<file path="config.mk">
export PLATFORM = sky130hd
export DESIGN_NAME = pipe_stage_buf
export DESIGN_NICKNAME = d
export VERILOG_FILES = /design/src/rtl/pipe_stage_buf.sv
export SDC_FILE = /design/constraint.sdc
export NUM_CORES = 1
export LEC_CHECK = 0
export BUFFER_PORTS_ARGS = -buffer_cell sky130_fd_sc_hd__buf_2
export CAP_MARGIN = 20
export CORE_ASPECT_RATIO = 1.5
export CORE_UTILIZATION = 35
export DETAILED_ROUTE_END_ITERATION = 10
export SYNTH_ARGS = -nofsm -noshare
export SYNTH_HDL_FRONTEND = slang
export SYNTH_SLANG_ARGS = --single-unit
</file>
<file path="constraint.sdc">
create_clock -name clk -period 2 [get_ports clk]
set_input_delay 0.3 -clock clk [delete_from_list [all_inputs] [get_ports clk]]
set_output_delay 0.3 -clock clk [all_outputs]
set_load 0.005 [all_outputs]
</file>
<file path="src/rtl/pipe_stage_buf.sv">
// Pipeline stage register with 2-entry skid buffer; payload + BD/ExcCode sidecar. Optional counters: PIPE_STAGE_PERF_EN.
// Latency 1 cycle accept->out_valid; 1 entry/cycle while out_ready stays high.
// Backpressure: in_ready is a pure flop (~skid valid); one extra entry is absorbed when downstream stalls.
module pipe_stage_buf #(
    parameter int DATA_W = 64,
    parameter int EXC_W  = 5,
    parameter int CNT_W  = 32
) (
    input  logic              clk,
    input  logic              reset,
    input  logic              flush,
    input  logic              in_valid,
    output logic              in_ready,
    input  logic [DATA_W-1:0] in_data,
    input  logic              in_bd,
    input  logic [EXC_W-1:0]  in_exc,
    output logic              out_valid,
    input  logic              out_ready,
    output logic [DATA_W-1:0] out_data,
    output logic              out_bd,
    output logic [EXC_W-1:0]  out_exc
`ifdef PIPE_STAGE_PERF_EN
    ,
    output logic [CNT_W-1:0]  perf_stall,
    output logic [CNT_W-1:0]  perf_bubble,
    output logic [CNT_W-1:0]  perf_xfer
`endif
);

    typedef struct packed {
        logic [DATA_W-1:0] dat;
        logic              bd;
        logic [EXC_W-1:0]  exc;
    } ent_t;

    // Occupancy view derived from the valid bits; there is no separate state register.
    typedef enum logic [1:0] {ST_EMPTY, ST_FULL, ST_SKID} state_e;

    ent_t   main_q, main_d, skid_q, skid_d, in_ent;
    logic   main_v_q, main_v_d, skid_v_q, skid_v_d;
    state_e st;

    assign in_ent = {in_data, in_bd, in_exc};

    always_comb begin
        main_d   = main_q;
        skid_d   = skid_q;
        main_v_d = main_v_q;
        skid_v_d = skid_v_q;
        st       = skid_v_q ? ST_SKID : (main_v_q ? ST_FULL : ST_EMPTY);
        case (st)
            ST_EMPTY: begin
                if (in_valid) begin
                    main_d   = in_ent;
                    main_v_d = 1'b1;
                end
            end
            ST_FULL: begin
                if (out_ready) begin
                    if (in_valid) main_d   = in_ent;
                    else          main_v_d = 1'b0;
                end else if (in_valid) begin
                    skid_d   = in_ent;
                    skid_v_d = 1'b1;
                end
            end
            ST_SKID: begin
                if (out_ready) begin
                    main_d   = skid_q;
                    skid_v_d = 1'b0;
                end
            end
            default: ;
        endcase
        // Flush overrides any handshake in the same cycle.
        if (flush) begin
            main_d   = '0;
            skid_d   = '0;
            main_v_d = 1'b0;
            skid_v_d = 1'b0;
        end
    end

    always_ff @(posedge clk or negedge reset) begin
        if (!reset) begin
            main_q   <= '0;
            skid_q   <= '0;
            main_v_q <= 1'b0;
            skid_v_q <= 1'b0;
        end else begin
            main_q   <= main_d;
            skid_q   <= skid_d;
            main_v_q <= main_v_d;
            skid_v_q <= skid_v_d;
        end
    end

    assign in_ready  = ~skid_v_q;
    assign out_valid = main_v_q;
    assign out_data  = main_v_q ? main_q.dat : '0;
    assign out_bd    = main_v_q & main_q.bd;
    assign out_exc   = main_v_q ? main_q.exc : '0;

    if (CNT_W < 1) begin : g_cnt_w_invalid
    end

`ifdef PIPE_STAGE_PERF_EN
    logic [CNT_W-1:0] stall_q, bubble_q, xfer_q;

    // A handshake discarded by flush does not count as a transfer.
    always_ff @(posedge clk or negedge reset) begin
        if (!reset) begin
            stall_q  <= '0;
            bubble_q <= '0;
            xfer_q   <= '0;
        end else begin
            if (main_v_q && !out_ready && !(&stall_q)) stall_q  <= stall_q + 1'b1;
            if (!main_v_q && !(&bubble_q))             bubble_q <= bubble_q + 1'b1;
            if (main_v_q && out_ready && !flush && !(&xfer_q)) xfer_q <= xfer_q + 1'b1;
        end
    end

    assign perf_stall  = stall_q;
    assign perf_bubble = bubble_q;
    assign perf_xfer   = xfer_q;
`endif

endmodule

</file>
Yosys cells after proc, flatten, opt, wreduce, memory -nomap -nowiden
Index checks and enable logic that the tools add are counted.
{"block": "word_totals", "word_cells": 51, "inputBits": 75, "regBits": 142, "output_inout_bits": 72}
{"block": "classes", "n_bitwise": 2, "reduce_logical": 10, "n_mux": 22, "eq_ne": 9}
{"op": "$mux W70", "n": 8}
{"op": "$pmux W70 S3", "n": 1}
{"op": "$mux W64", "n": 1}
{"op": "$ne A3 B3 Y1 const B", "n": 6}
{"op": "$mux W1", "n": 8}
{"op": "$reduce_and A4 Y1", "n": 2}
{"op": "$reduce_and A3 Y1", "n": 2}
{"op": "$reduce_bool A3 Y1", "n": 2}
{"op": "$mux W5", "n": 1}
{"op": "$pmux W1 S2", "n": 2}
{"op": "$reduce_bool A2 Y1", "n": 2}
{"op": "$reduce_bool A4 Y1", "n": 1}
{"op": "$eq A2 B1 Y1 const B", "n": 1}
{"op": "$eq A2 B2 Y1 const B", "n": 1}
{"op": "$logic_not A2 Y1", "n": 1}
{"op": "$mux W2", "n": 1}
{"op": "$ne A2 B2 Y1 const B", "n": 1}
{"op": "$and A1 B1 Y1", "n": 1}
{"op": "$not A1 Y1", "n": 1}

Logic depth before layout (Yosys ltp)
{"block": "depth", "depth_word": 5, "mapped_depth": 6, "mapped_depth_nobuf": 3}

Worst setup path after synthesis
OpenSTA, ideal clock, no wires.
{"block": "synth_timing", "path_type": "flip-flop to flip-flop", "from": "register main_v_q (netlist: out_valid)", "to": "register main_q[10] (netlist name)", "path_stages_with_launch": 6, "synth_period_minus_slack_ns": 1.361, "slack_ns": 0.639, "setup_ns": 0.121, "arrival_time_ns": 1.240, "required_ns": 1.879, "n_path_buf": 2, "cell_sequence": "dfrtp_1 -> o21ba_1 -> o21ba_1 -> buf_6 -> buf_8 -> a22o_1"}
{"block": "synth_between", "elab_chain_len": 5, "word_cells_on_any_way": 11, "cone_classes": "4 x eq/ne; 4 x mux; 3 x reduce/logical"}
{"item": "start, declared", "line_no": "40", "text": "logic main_v_q, main_v_d, skid_v_q, skid_v_d;"}
{"item": "start signal, assigned", "line_no": "93", "text": "main_v_q <= main_v_d;"}
{"item": "$mux W1 *", "line_no": "50", "text": "st = skid_v_q ? ST_SKID : (main_v_q ? ST_FULL : ST_EMPTY);"}
{"item": "$mux W2 *", "line_no": "50"}
{"item": "$eq A2 B1 Y1, or another cell as far along", "line_no": "51", "text": "case (st)"}
{"item": "$ne A3 B3 Y1 (no source line), or another cell as far along"}
{"item": "$reduce_and A3 Y1 (no source line) or $mux W70 (tied branches)"}
{"item": "end signal, assigned", "line_no": "91", "text": "main_q <= main_d;"}
{"item": "end, declared", "line_no": "39", "text": "ent_t main_q, main_d, skid_q, skid_d, in_ent;"}
Mark *: on every way between the ends. The rest lies on a longest branch, timed or not.
A chain may end at the register's enable or synchronous reset.

Final worst setup path
{"block": "layout_timing", "from": "register main_v_q (netlist: out_valid)", "to": "output out_data[31]"}
{"block": "layout_between", "elab_chain_len": 1}
{"item": "$mux W64", "line_no": "100", "text": "assign out_data = main_v_q ? main_q.dat : '0;"}
{"item": "end, declared", "line_no": "19", "text": "output logic [DATA_W-1:0] out_data,"}
No other way between the ends.

==> summary.md <==
| Metric | Value |
|---|---|
| Starting density of the core | `0.3590` |
| Worst-Skew Late Latency | `0.42 ns` |
| Vias/cell | `4.962` |
| Max_slew headroom | `0.5271` |
| Sequential Power Share | `0.422` |
| CP endpoint | `out_data[31]` |
| Post-route ant nets | `0` |
| Endpoints failing setup | `0` |
| Seq/Total Area, Yosys | `0.4809` |
| Leak | `4.035 nW` |
| Final setup TNS | `0 ns` |
| RePlAce Congestion | `0.7145` |
| Area Growth Syn to Fin | `20.14%` |
| Avg Cell Area, Syn | `between 9 and 10 sq um` |
| Slew @ Worst Pin | `a little over 0.7 ns` |
| Clock Path Buffers | `2` |
| Startpoint types | `flip-flop` |
| Final Skew | `0.008277 ns` |
| Worst-path maximum fanout | `75` |
| Total CTS buffers | `17` |
| Via count | `a little under 6000` |
| Hold Crit Class | `input port to flip-flop` |
| Syn Nets | `861` |
| Postcts setup bufs | `0` |
| Largest net degree at the start of global routing | `115` |
| Worst r2r dst | `main_q[32]$_DFFE_PN0P_` |
| Synth Cell Area | `7388 sq um` |
| Overall routed net length | `19.28 mm` |
| I/O pins | `147` |
| TritonRoute pass-1 iters | `4` |
| Syn Inst Count | `786` |
| CORE AREA | `roughly 21000 sq um` |
| Power Dens Cells | `819.4 nW/um^2` |
| Die height | `179.9 um` |
| Chip width | `between 100 and 150 um` |
| Clk pwr share | `0.472` |
| Iter 0 DRT Violations | `~340` |
| Synth warn | `0` |
| Post-route DRC | `0` |
| Via count of the first global-routing pass | `5709` |
| PortBufs | `146` |
| Worst EP required | `1.70 ns` |
| Layout cell share with drive strength beyond 1 | `0.3718` |
| Final Max Tran Viols | `0` |
| Maximum Capacitance Violations | `0` |
| Switch share | `0.2499` |
| Synth cell types | `22` |
| Placed cell area | `between 8000 and 9000 sq um` |
| Fmax | `565.4 MHz` |
| CTS clk-pin slew, worst paths | `roughly 0.060 ns` |
| Initial antenna violation count | `1` |
| Synth Area in Compound Gates | `0.2181` |
| Reg2reg setup slack | `0.30 ns` |
| Adder-cell share of the synthesized area | `0` |
| Pint | `5.456 mW` |
| GRT overflow | `0` |
| Combinational Power Share | `0.106` |
| Multiplexer area fraction after synthesis | `0` |
| Seq cells post-synth | `142` |
| Avg WL per Cell | `around 16 um` |
| Worst-case reg-to-reg path depth | `3` |
| Period Utilization, post-route | `0.8843` |
| RSZ-0062 raised after global routing | `false` |
| FILL cells | `2025` |
| XOR/XNOR Fraction of Synth Area | `0` |
| Placed Instances | `1139` |
| Switching power total | `about 1.8 mW` |
| Critical path capture point type | `output pin` |
| Rows | `64` |
| Post-synthesis simple-gate area fraction | `0.2305` |
| Hold Violations, Final | `0` |
| HPWL after DPL | `10.89 mm` |
| Largest family of logic cells by synthesized area | `simple AND/OR/NAND/NOR gates` |
| Crit. Startpoint | `out_valid$_DFFE_PN0P_` |
| Die area | `21710 sq um` |
| Status | `finished, final reports clean` |
| Nets | `971` |
| Post-route cell area | `8876 sq um` |
| R2R Path Start | `skid_v_q$_DFFE_PN0P_` |
| Total track usage | `0.1836` |
| Final Non-Filler Cells | `1174` |
| CP arrival | `1.47 ns` |
| Crit Path Class | `flip-flop to output pin` |
| CTS tree | `done` |
| First-pass GRT wire length | `around 30 mm` |
| # clock sinks | `142` |
| Peak supply drop | `430.5 uV` |
| Root Driver | `clkbuf_16` |
| Period minus WS final | `1.769 ns` |
| H-tree depth | `4` |
worst min-delay path by stage:
stage / to / depth (start not counted) / slack (ns) / start
floorplan: main_q[0]$_DFFE_PN0P_ / 0 / 0.004 / reset
detailed placement: main_q[61]$_DFFE_PN0P_ / 1 / 0.27 / reset
finish: skid_v_q$_DFFE_PN0P_ / 2 / 0.09 / out_ready
global placement: main_q[61]$_DFFE_PN0P_ / 1 / 0.28 / reset
CTS: skid_v_q$_DFFE_PN0P_ / 2 / 0.07 / out_ready
global route: skid_v_q$_DFFE_PN0P_ / 2 / 0.09 / out_ready
worst max-delay path: stages (launching register included):
cell	delay, ns
dfrtp_2	0.39
buf_12	0.28
and2_1	0.24
buf_2	0.13
Yosys cell counts (all sizes together):
| master | count | area share |
|---|---|---|
| nand2b | 1 | 0.00085 |
| clkbuf | 32 | 0.016 |
| and2 | 70 | 0.059 |
| nand2 | 279 | 0.17 |
| a21oi | 72 | 0.084 |
| a22o | 70 | 0.083 |
| nor2 | 2 | 0.0010 |
| dfrtp | 142 | 0.48 |
| nor3 | 1 | 0.00068 |
| and4bb | 1 | 0.0017 |
| nand4bb | 1 | 0.0015 |
| buf | 39 | 0.053 |
| o21ai | 71 | 0.048 |
| o21ba | 2 | 0.0027 |
| inv | 3 | 0.0015 |
through the flow:
step	hold slack (ns)	total power [mW]	setup WS [ns]	util
2_1_floorplan	0.004409	3.564	0.6393	-
3_3_place_gp	0.2751	3.890	0.07379	0.3987
3_5_place_dp	0.2729	3.896	0.04470	0.3987
4_1_cts	0.07188	7.370	0.05467	0.4304
5_1_grt	0.08730	7.595	0.1345	0.4313
6_report	0.09128	7.273	0.2315	0.4313
power by group through the flow:
stage | Sequential, mW | Clock [mW] | Combinational, mW
global route | 3.09 | 3.65 | 0.857
floorplan | 3.09 | 0 | 0.469
detailed placement | 3.12 | 0 | 0.774
global placement | 3.12 | 0 | 0.766
finish | 3.07 | 3.43 | 0.772
CTS | 3.07 | 3.52 | 0.776
cells in the final DEF, fill, tap and decap left out:
| master | count |
|---|---|
| nand2_1 | 209 |
| buf_2 | 144 |
| dfrtp_1 | 140 |
| o21ai_0 | 71 |
| and2_1 | 70 |
| nand2_2 | 70 |
| a21oi_2 | 70 |
| a22o_1 | 70 |
| clkbuf_16 | 17 |
| buf_12 | 9 |
| buf_4 | 6 |
| clkinvlp_4 | 4 |
| bufinv_16 | 4 |
| inv_1 | 3 |
| clkinv_4 | 3 |
| o21ba_4 | 2 |
| a21oi_1 | 2 |
| clkbuf_8 | 2 |
| diode_2 | 1 |
| and4bb_4 | 1 |
| nand4bb_4 | 1 |
| o21ba_1 | 1 |
| nor2_4 | 1 |
| nor2_1 | 1 |
| nand2b_1 | 1 |
| nor3_1 | 1 |
| inv_6 | 1 |
| clkbuf_1 | 1 |
| dlygate4sd3_1 | 1 |
| buf_6 | 1 |
| dfrtp_2 | 1 |
| dfrtp_4 | 1 |
sequential cells by signal, indices dropped and copies added (netlist names):
name and flops:
out_valid 1, skid_v_q 1, main_q 70, skid_q 70
per-layer routing:
layer  track usage  vias up  share of wire
li1              -     2830              -
met1        0.2308     2835           0.43
met2        0.3078      137           0.50
met3       0.03141       23          0.039
met4       0.07802        0          0.022
met5             0        -              0
area by class of cell:
cell class	instances	area [sq um]	area share
inverter	3	11.26	0.001269
multi-input combinational	571	3364	0.3791
timing repair buffer	161	967.2	0.1090
tap	264	330.3	0.03721
antenna	1	2.502	0.0002819
clock buffer	20	456.7	0.05145
clock inverter	12	185.2	0.02086
sequential	142	3558	0.4009
logic make-up after synthesis:
kind of cell	count (synthesis)
AO/OA/AOI/OAI	215
buffers and inverters	74
flip-flops	142
AND/OR/NAND/NOR	355
what timing repair did:
item | 4_1_cts | 5_1_grt
resized for setup | 0 | 1
endpoints found under the hold margin | 42 | 0
hold buffers | 1 | 0
endpoints found under the setup margin | 0 | 70
No activity file was read; power rests on OpenSTA's default activity.
